`src/rtl/seg_scan_driver.sv`:
```
// Time-multiplexed scan driver for an 8-digit common-select 7-segment display.
// Patterns are snapshotted once per frame; every output is registered.
module seg_scan_driver #(
  parameter int NUM_DIGITS  = 8,
  parameter int SCAN_DIV    = 10000,
  parameter int GAP_CYC     = 100,
  parameter bit COM_ACT_LOW = 1'b1,
  parameter bit SEG_ACT_LOW = 1'b0
) (
  input  logic                    CLK,
  input  logic                    Reset,
  input  logic                    EN,
  input  logic [7*NUM_DIGITS-1:0] SEG_PAT,
  input  logic [NUM_DIGITS-1:0]   DP,
  input  logic [NUM_DIGITS-1:0]   DIG_EN,
  output logic [7:0]              SEG_COM,
  output logic [7:0]              SEG_DATA,
  output logic                    FRAME_TICK
);

  localparam int CNT_MAX = (SCAN_DIV > GAP_CYC) ? ((SCAN_DIV > 2) ? SCAN_DIV : 2)
                                                : ((GAP_CYC > 2) ? GAP_CYC : 2);
  localparam int CW      = $clog2(CNT_MAX);
  localparam int IW      = (NUM_DIGITS > 1) ? $clog2(NUM_DIGITS) : 1;

  localparam logic [7:0]    COM_OFF   = COM_ACT_LOW ? 8'hFF : 8'h00;
  localparam logic [7:0]    SEG_OFF   = SEG_ACT_LOW ? 8'hFF : 8'h00;
  localparam logic [CW-1:0] SHOW_LAST = CW'(SCAN_DIV - 1);
  localparam logic [CW-1:0] GAP_LAST  = CW'((GAP_CYC > 0) ? (GAP_CYC - 1) : 0);
  localparam logic [IW-1:0] IDX_LAST  = IW'(NUM_DIGITS - 1);

  typedef enum logic [1:0] {
    IDLE,
    LOAD,
    SHOW,
    GAP
  } state_t;

  state_t                  state;
  logic [IW-1:0]           idx;
  logic [CW-1:0]           cnt;
  logic [7*NUM_DIGITS-1:0] snap_pat;
  logic [NUM_DIGITS-1:0]   snap_dp;
  logic [NUM_DIGITS-1:0]   snap_dig_en;

  // Outputs are computed from the current state, so they trail the state by one edge.
  always_ff @(posedge CLK) begin
    if (Reset || !EN) begin
      state      <= IDLE;
      idx        <= '0;
      cnt        <= '0;
      SEG_COM    <= COM_OFF;
      SEG_DATA   <= SEG_OFF;
      FRAME_TICK <= 1'b0;
      if (Reset) begin
        snap_pat    <= '0;
        snap_dp     <= '0;
        snap_dig_en <= '0;
      end
    end else begin
      SEG_COM    <= COM_OFF;
      SEG_DATA   <= SEG_OFF;
      FRAME_TICK <= 1'b0;
      case (state)
        IDLE: state <= LOAD;
        LOAD: begin
          FRAME_TICK  <= 1'b1;
          snap_pat    <= SEG_PAT;
          snap_dp     <= DP;
          snap_dig_en <= DIG_EN;
          idx         <= '0;
          cnt         <= '0;
          state       <= SHOW;
        end
        SHOW: begin
          if (snap_dig_en[idx]) SEG_COM <= COM_OFF ^ (8'd1 << idx);
          SEG_DATA <= SEG_OFF ^ {snap_pat[7*int'(idx) +: 7], snap_dp[idx]};
          if (cnt == SHOW_LAST) begin
            cnt <= '0;
            if (GAP_CYC > 0) state <= GAP;
            else if (idx == IDX_LAST) state <= LOAD;
            else idx <= idx + 1'b1;
          end else begin
            cnt <= cnt + 1'b1;
          end
        end
        GAP: begin
          if (cnt == GAP_LAST) begin
            cnt <= '0;
            if (idx == IDX_LAST) begin
              state <= LOAD;
            end else begin
              idx   <= idx + 1'b1;
              state <= SHOW;
            end
          end else begin
            cnt <= cnt + 1'b1;
          end
        end
        default: state <= IDLE;
      endcase
    end
  end

endmodule

```
`config.mk`:
```
export PLATFORM = sky130hd
export DESIGN_NAME = seg_scan_driver
export DESIGN_NICKNAME = d
export VERILOG_FILES = /design/src/rtl/seg_scan_driver.sv
export SDC_FILE = /design/constraint.sdc
export NUM_CORES = 1
export LEC_CHECK = 0
export ABC_AREA = 1
export CORE_ASPECT_RATIO = 1.1
export CORE_UTILIZATION = 40
export CTS_BUF_LIST = sky130_fd_sc_hd__clkbuf_16
export CTS_CLUSTER_DIAMETER = 150
export DETAILED_ROUTE_END_ITERATION = 6
export GPL_TIMING_DRIVEN = 0
export PLACE_DENSITY = 0.7
export SYNTH_ARGS = -nofsm -noshare
export SYNTH_HDL_FRONTEND = slang
export SYNTH_SLANG_ARGS = --single-unit
```
`constraint.sdc`:
```
create_clock -name CLK -period 2.9 [get_ports CLK]
set_input_delay 0.29 -clock CLK [delete_from_list [all_inputs] [get_ports CLK]]
set_output_delay 0.29 -clock CLK [all_outputs]
set_load 0.01 [all_outputs]
```
==> metrics.yaml <==
outcome:
  status: "complete, no violations"
synthesis:
  ys_seq_area_frac: 0.564
  yosys_warnings: 0
  netlist_area_um2: 5110
  synthCells: 589
  avgSynthCellArea_um2: 8.67
  synth_edf_count: 72
  synth_top_cell_area_share: 0.423
  yosysUniqueCellTypes: 34
  synth_fp_nets: 671
  yosysMostFrequentCell: "nor2_1"
  synth_common_cells: "155 x nor2_1, 100 x inv_1, 72 x edfxtp_1, 68 x nand2_1, 45 x o21ai_0"
  synth_area_leaders: "edfxtp_1 42%, dfxtp_1 14%, nor2_1 11%, inv_1 7.3%, nand2_1 5.0%"
  yosysTopAreaCell: "edfxtp_1"
  async_flop_share: 0
  ys.flop_type: "edfxtp_1"
  yosys_register_bits: 108
place:
  pre_cts_ws_ns: 0.559
  dpl.hpwl_um: 8490
  place_area_um2: 6240
  dpl.cell_count: 835
  place_congestion: 0.809
  io_buffers: 91
clocking:
  cts_buffers: 9
  cts_max_path_buffers: 2
  cts.repair.resized: 0
  cts_tree: "built"
  htree_levels: 3
  hold_buffers: 0
  clock-sinks: 108
  clk_pin_slew_worst_paths_ns: 0.07
  clock_latency_ns: 0.35
  clk_root_buffer_cell: "clkbuf_16"
  cts_setup_buffers: 0
sta:
  tns_ns: 0
  slew_headroom: 0.549
  final_max_slew_viol_count: 0
  rsz0062_at_grt: "false"
  fin_crit_ns: 1.94
  final.period_utilization: 0.668
  fmax_mhz: 516
  finalHoldViolations: 0
  worst_pin_slew_ns: 0.676
  setup_violations: 0
  fin_ws_ns: 0.962
  skew_ns: 0.00778
setup_path:
  cp_max_fo: 57
  cp-start-kind: "primary input"
  critPathKind: "primary input to register"
  worst_ep_required_time_ns: 2.92
  end_kind: "register"
  critPathArrivalTime_ns: 1.96
layout:
  antennaDiodeCount: 0
  syn2layout_area_growth_pct: 27.6
  layout-drive-gt1-share: 0.0890
  final_cells: 851
  finalInstanceArea_um2: 6520
  nNetsFinal: 774
grt:
  grt_max_degree: 58
  grt_antenna_before_repair: 0
  grt-ovfl-total: 0
  grt_use_total: 0.188
  grt_pass1_vias: 3981
  grt_first_pass_wirelength_um: 18800
route:
  drt-total-wl_um: 11800
  dr.pass1.iters: 6
  detail_route.wl_per_cell_um: 13.8
  drtAntennaViolNets: 0
  vias: 4077
  dr.first_iter.drc_count: 228
  drc: 0
  vias_per_cell: 4.79
power:
  peakVddDrop_uv: 303
  power_uw: 3210
  power_leakage_uw: 0.00278
  power_per_cell_area_nw_per_um2: 493
floorplan:
  ios: 92
  die_h_um: 121
  start_util: 0.417
  core_um2: 12200
  rows: 42
  die_area_um2: 13200
  die_w_um: 110
job:
  maxCapViolations: 0
hold_path:
  hp-class: "register to register"
==> power breakdown <==
group	internal, uW	switching [uW]
Sequential	1720	22.8
Clock	585	551
Combinational	157	181
==> worst max-delay path: stages <==
cell and delay, ns:
clkdlybuf4s50_1 0.45, inv_1 0.04, nor2_1 0.18, inv_2 0.15
nor2_1 0.19, or2_4 0.31, buf_16 0.30
==> placed cells by master (no fill, tap or decap), types with 3 or more instances in the layout <==
cell type,n
o21ai_0,45
inv_2,3
o22ai_1,16
ha_1,7
nand3_2,5
dfxtp_1,36
nand2_1,68
nand2_2,5
clkbuf_1,7
clkdlybuf4s50_1,91
edfxtp_1,72
nand3_1,12
nand4_1,6
clkbuf_16,9
o21ai_1,4
nor2_1,155
inv_1,100
buf_6,3
buf_1,8
a21oi_1,3
a21oi_2,9
buf_2,3
nor2_2,3
==> final timing paths <==
check / start / endpoint / slack, ns / cells after the start
setup / recovery: EN / snap_pat[42] / 0.96 / 7
hold / removal: cnt[6] / cnt[6] / 0.53 / 2
setup reg to reg: state[0] / snap_pat[42] / 1.08 / 6
hold reg to reg: cnt[6] / cnt[6] / 0.53 / 2
==> metrics by stage <==
stage | hold slack (ns) | util
after detailed placement | 0.516 | 0.510
after global routing | 0.549 | 0.532
after global placement | 0.508 | 0.507
final | 0.530 | 0.532
after floorplan | 0.492 | -
after CTS | 0.528 | 0.532
==> metal layers <==
metal	wire, um	vias up	global-route usage
li1	-	2071	-
met1	5120	1874	0.234
met2	5680	108	0.320
met3	682	24	0.0350
met4	284	0	0.0717
met5	0	-	0
==> final cells by class <==
| cell class | instances | area (um^2) |
|---|---|---|
| fill | 1152 | 5730 |
| sequential | 108 | 2880 |
| multi-input combinational | 352 | 1700 |
| timing repair buffer | 92 | 938 |
| inverter | 104 | 390 |
| clock buffer | 9 | 225 |
| tap | 154 | 193 |
| buffer | 25 | 140 |
| clock inverter | 7 | 51.3 |
==> cells by family (layout without fill, tap and decap cells) <==
family                   Yosys count  count (layout)  share of synthesized area
AND/OR/NAND/NOR                  262             262                      0.219
buffers and inverters            129             237                      0.104
flip-flops                       108             108                      0.564
AO/OA/AOI/OAI                     81              81                     0.0923
adder cells (fa/ha/maj)            7               7                     0.0171
XOR/XNOR                           2               2                    0.00343
==> flip-flops by register name (all words and copies together) (netlist names) <==
| register | count |
|---|---|
| FRAME_TICK | 1 |
| SEG_COM | 8 |
| SEG_DATA | 8 |
| cnt | 14 |
| idx | 3 |
| snap_dig_en | 8 |
| snap_dp | 8 |
| snap_pat | 56 |
| state | 2 |
Power figures use the tool's default switching activity.
